[config.mk]
export PLATFORM = sky130hd
export DESIGN_NAME = johnson_seq_ctrl
export DESIGN_NICKNAME = d
export VERILOG_FILES = /design/src/rtl/johnson_seq_ctrl.sv
export SDC_FILE = /design/constraint.sdc
export NUM_CORES = 1
export LEC_CHECK = 0
export ABC_AREA = 0
export CORE_UTILIZATION = 48
export DETAILED_ROUTE_END_ITERATION = 8
export PLACE_DENSITY = 0.78
export SYNTH_ARGS = -nofsm -noshare
export SYNTH_HDL_FRONTEND = slang
export SYNTH_SLANG_ARGS = --single-unit
[constraint.sdc]
create_clock -name clk -period 2.2 [get_ports clk]
set_clock_uncertainty 0.1 [all_clocks]
set_input_delay 0.22 -clock clk [delete_from_list [all_inputs] [get_ports clk]]
set_output_delay 0.22 -clock clk [all_outputs]
set_load 0.02 [all_outputs]
[src/rtl/johnson_seq_ctrl.sv]
// -----------------------------------------------------------------------------
// johnson_seq_ctrl
//
// Run controller for a WIDTH-stage Johnson (twisted-ring) counter.
//
// The block owns the ring register. It accepts start/stop/hold commands from
// the control logic and runs the ring in one of two modes:
//   - counted: a programmed number of steps
//   - continuous: runs until stopped
// On stop, the ring drains forward to the all-zero phase. The 2*WIDTH phases
// are decoded into one-hot strobes for the downstream timing logic.
//
// Ring sequence for WIDTH=4 (phase index k = position in this list):
//   0000, 0001, 0011, 0111, 1111, 1110, 1100, 1000, then back to 0000
//
// Ports
//   clk        rising-edge clock
//   reset      synchronous, active-low reset
//   start      one-cycle command: begin a run (ignored while busy)
//   stop       one-cycle command: end the run at the next all-zero phase
//   hold       level: freeze ring and step counter while high
//   cont       sampled with start: 1 = continuous run, 0 = counted run
//   len        step count for a counted run, sampled with start
//   q_out      current ring state
//   phase_stb  one-hot phase decode of q_out; all-zero for an illegal value
//   busy       high while running or draining
//   done       one-cycle pulse when a run completes
//   err        one-cycle pulse when an illegal ring state is detected
//
// Build option
//   JSEQ_SELFCHECK_EN  When defined, q_out is checked against the legal
//                      patterns every cycle. An illegal value forces the ring
//                      to zero and the FSM to IDLE, and pulses err.
//                      When undefined, there is no check and err stays low.
// -----------------------------------------------------------------------------
module johnson_seq_ctrl #(
    parameter int WIDTH = 4,
    parameter int CNT_W = 8
) (
    input  logic               clk,
    input  logic               reset,
    input  logic               start,
    input  logic               stop,
    input  logic               hold,
    input  logic               cont,
    input  logic [CNT_W-1:0]   len,
    output logic [WIDTH-1:0]   q_out,
    output logic [2*WIDTH-1:0] phase_stb,
    output logic               busy,
    output logic               done,
    output logic               err
);

    localparam int PHASES = 2 * WIDTH;

    typedef enum logic [1:0] {
        IDLE  = 2'd0,
        RUN   = 2'd1,
        DRAIN = 2'd2
    } state_t;

    state_t             state;
    state_t             state_nxt;
    logic               mode;        // 1 = continuous, 0 = counted
    logic               mode_nxt;
    logic [CNT_W-1:0]   rem;
    logic [CNT_W-1:0]   rem_nxt;
    logic [WIDTH-1:0]   q;
    logic [WIDTH-1:0]   q_nxt;
    logic [WIDTH-1:0]   q_adv;
    logic               done_nxt;
    logic               err_nxt;
    logic               finish;

    // Ring pattern for phase k.
    //   k <= WIDTH : the low k bits are set (the fill half of the sequence)
    //   k >  WIDTH : the high 2*WIDTH-k bits are set (the empty half)
    function automatic logic [WIDTH-1:0] phase_pattern(input int k);
        logic [WIDTH-1:0] p;
        for (int i = 0; i < WIDTH; i++) begin
            p[i] = (k <= WIDTH) ? (i < k) : (i >= k - WIDTH);
        end
        return p;
    endfunction

    // Twisted-ring shift: the inverted MSB feeds back into bit 0.
    assign q_adv = {q[WIDTH-2:0], ~q[WIDTH-1]};
    assign q_out = q;
    assign busy  = (state != IDLE);

    // Phase decode. An illegal ring value matches no pattern, so it yields
    // an all-zero strobe vector.
    always_comb begin
        phase_stb = '0;
        for (int k = 0; k < PHASES; k++) begin
            if (q == phase_pattern(k)) begin
                phase_stb[k] = 1'b1;
            end
        end
    end

    // State register
    always_ff @(posedge clk) begin
        if (!reset) begin
            state <= IDLE;
            mode  <= 1'b0;
            rem   <= '0;
            q     <= '0;
            done  <= 1'b0;
            err   <= 1'b0;
        end else begin
            state <= state_nxt;
            mode  <= mode_nxt;
            rem   <= rem_nxt;
            q     <= q_nxt;
            done  <= done_nxt;
            err   <= err_nxt;
        end
    end

    // Next-state logic
    always_comb begin
        state_nxt = state;
        mode_nxt  = mode;
        rem_nxt   = rem;
        q_nxt     = q;
        done_nxt  = 1'b0;
        err_nxt   = 1'b0;
        finish    = 1'b0;

        case (state)
            IDLE: begin
                // A stop alongside start cancels the start.
                // A counted start with len=0 completes immediately.
                if (start && !stop) begin
                    if (cont) begin
                        state_nxt = RUN;
                        mode_nxt  = 1'b1;
                    end else if (len != '0) begin
                        state_nxt = RUN;
                        mode_nxt  = 1'b0;
                        rem_nxt   = len;
                    end else begin
                        done_nxt  = 1'b1;
                    end
                end
            end

            RUN, DRAIN: begin
                if (stop && (q == '0)) begin
                    // Already at phase 0: finish without advancing.
                    finish = 1'b1;
                end else if (hold) begin
                    // Frozen, but a stop is still registered. We are not at
                    // phase 0 here, so the run must drain.
                    if (stop) begin
                        state_nxt = DRAIN;
                    end
                end else begin
                    q_nxt = q_adv;
                    if (!mode) begin
                        rem_nxt = rem - 1'b1;
                    end
                    if ((state == DRAIN) || stop) begin
                        state_nxt = DRAIN;
                        if (q_adv == '0) begin
                            finish = 1'b1;
                        end
                    end
                    // A counted run ends on its last step, even mid-drain.
                    if (!mode && (rem == CNT_W'(1))) begin
                        finish = 1'b1;
                    end
                end
            end

            default: begin
                state_nxt = IDLE;
            end
        endcase

        if (finish) begin
            state_nxt = IDLE;
            done_nxt  = 1'b1;
        end

`ifdef JSEQ_SELFCHECK_EN
        // A legal ring value always decodes to exactly one strobe. Recovery
        // overrides any pending completion, so done is suppressed.
        if (phase_stb == '0) begin
            state_nxt = IDLE;
            mode_nxt  = 1'b0;
            rem_nxt   = '0;
            q_nxt     = '0;
            done_nxt  = 1'b0;
            err_nxt   = 1'b1;
        end
`endif
    end

endmodule

==> flow_summary.toml <==
[clock_tree]
numCtsBuffers = 3
cts_setup_buffers = 0
cts_buffer_depth = 2
clock-sinks = 16
clk_latency_ps = 300
htreeDepth = 1
cts_tree = "done"
cts_root_buffer = "clkbuf_4"
clkTransAtPathRegs_ps = 100

[sta]
hold_violations = 0
report.final.setup_viol = 0
max_freq_mhz = 482
period_share = 0.942
rsz0062_at_grt = "no"
slew_viol_final = 0
fin_tns_setup_ps = 0
fin_crit_ps = 2070

[drt]
wl_per_cell_um = 15.2
final_antenna_net_count = 0
drtIter0Drc = 36
wl_um = 3160
viasPerCell = 6.12
route.detailed.drc = 0
drtPass1Iterations = 4
dr_total_vias = 1266

[floorplanning]
rows = 17
die_w_um = 51.3
io_pins = 29
start_util = 0.518
core_area_um2 = 2250
die_area_um2 = 2630
die_h_um = 51.3

[placed_design]
place_area_um2 = 1490
port_buffers = 27
numPlacedInstances = 203
place.gp.congestion = 0.858
dp_hpwl_um = 2500

[power]
total_power_uw = 746
power_leakage_uw = 0.000575
ir_drop_mv = 0.284
p_per_area_nw_per_um2 = 484

[synth]
synth-seq-area-share = 0.274
synth_edf_count = 0
ys_async_sr_fraction = 0
synth.avg_cell_area_um2 = 7.89
synth_common_cells = "17 x nand2_1, 16 x dfxtp_1, 10 x a21oi_1, 7 x inv_1, 6 x nor2_1"
ys.flop_type = "dfxtp_1"
synth.cell_area_um2 = 1170
yosysMostFrequentCell = "nand2_1"
yosys-top-cells-area = "dfxtp_1 27%, nand2_1 5.5%, a21oi_1 4.3%"
ys_seq_elements = 16
syn_inst = 148
netlist.area_leader.share = 0.274
yosys.area.top_type = "dfxtp_1"
postSynthNetCount = 166
ys_types = 52
yosysWarnings = 0

[job]
max-cap-violations = 0

[hold_path]
hold_depth = 2
min_from = "rem[1]"
min_to = "rem[1]"
min_path_type = "reg2reg"

[worst_setup_path]
r2r-end = "rem[4]"
rr_startpoint = "state[0]"
start_kind = "flip-flop"
critPathMaxFanout = 9
crit_type = "reg2out"
critPathSlowestCell = "clkdlybuf4s50_1"
max_stage_delay_ps = 680
crit_path_end_kind = "output pin"
required_ps = 1880
ff2ff_setup_slack_ps = 160
critical_path.cell_chain = "nor4b_1 > clkdlybuf4s50_1"
reg2reg_depth = 6
arrival_ps = 1750

[grt]
grt_max_degree = 16
first_global_vias = 1189
gr-total-overflow = 0
track_usage = 0.267
grt_pass1_wl_um = 5250
antenna_found_initial = 0

[final_layout]
drive_above_1_share = 0.140
fillCellCount = 205
final_util = 0.683
multi_input_area_um2 = 774
seqCellArea_um2 = 325
layout.cells.non_filler = 207
final_area_um2 = 1540
area_growth_pct = 31.9
antenna-diode-count = 0
final_nets = 198

[outcome]
status = "finished, final reports clean"
[registers in the layout (all words and copies together) (netlist names)]
| name | cells |
|---|---|
| done | 1 |
| mode | 1 |
| q_out | 4 |
| rem | 8 |
| state | 2 |
[kinds of logic after synthesis]
| kind of cell | synth area share |
|---|---|
| flops | 0.274 |
| compound gates | 0.285 |
| fa+ha+maj | 0.0429 |
| other cells | 0.00321 |
| buf+inv | 0.0675 |
| mux | 0.0343 |
| simple gates | 0.293 |
[worst max path at each step]
stage	to	slack (ps)	from
after floorplan	state[1]	140	q_out[3]
after global placement	rem[3]	170	stop
after detailed placement	rem[4]	110	stop
after CTS	busy	60	state[1]
after global routing	rem[3]	10	state[1]
final	phase_stb[1]	130	q_out[3]
[stage by stage]
step	setup slack, ps	hold WS [ps]
detailed placement	111	395
finish	127	406
global placement	167	371
floorplan	141	272
CTS	56.7	411
global route	14.7	435
[what timing repair did]
| item | 4_1_cts | 5_1_grt |
|---|---|---|
| setup endpoints to repair | 2 | 5 |
| cloned | 0 | 0 |
| hold buffers | 0 | 0 |
| resized for setup | 2 | 5 |
[per-layer routing]
layer / track usage / share of wire / vias to the layer above
met3: 0.0327 / 0.050 / 5
met2: 0.502 / 0.51 / 42
met4: 0.0946 / 0.014 / 0
li1: - / - / 614
met1: 0.305 / 0.42 / 605
met5: 0 / 0 / -
[cell usage in the layout (no fill, tap or decap), types with 2 or more instances in the layout]
| cell type | n |
|---|---|
| a211oi_1 | 4 |
| a21oi_1 | 10 |
| a31oi_1 | 3 |
| a32oi_1 | 2 |
| and2_1 | 2 |
| buf_4 | 9 |
| clkbuf_4 | 3 |
| clkdlybuf4s50_1 | 25 |
| dfxtp_1 | 12 |
| dfxtp_2 | 4 |
| ha_1 | 4 |
| inv_1 | 7 |
| mux2i_1 | 4 |
| nand2_1 | 17 |
| nand2b_1 | 4 |
| nand3_1 | 4 |
| nor2_1 | 6 |
| nor2b_1 | 5 |
| nor3_1 | 4 |
| nor3b_1 | 5 |
| nor4_1 | 3 |
| nor4b_1 | 2 |
| o211ai_1 | 3 |
| o21ai_0 | 3 |
[area by class of cell]
cell class                      count  share of cell area
Sequential cell                    16               0.211
Tap cell                           28              0.0227
Clock buffer                        4              0.0236
Timing Repair Buffer               36               0.220
Multi-Input combinational cell    115               0.503
Inverter                            8              0.0195
[worst max-delay path: cells and delay by family, from the launching register on]
kind	cells	cell delay, ps
buffers and inverters	1	680
flip-flops	1	370
AND/OR/NAND/NOR	1	400
[where the power goes]
group / leakage (uW) / internal, uW / total (uW) / switching, uW
Clock: 0.0000210 / 101 / 210 / 109
Sequential: 0.000132 / 303 / 317 / 13.6
Combinational: 0.000422 / 100 / 219 / 119
Total: 0.000575 / 505 / 746 / 242
(Power assumes the default switching activity.)
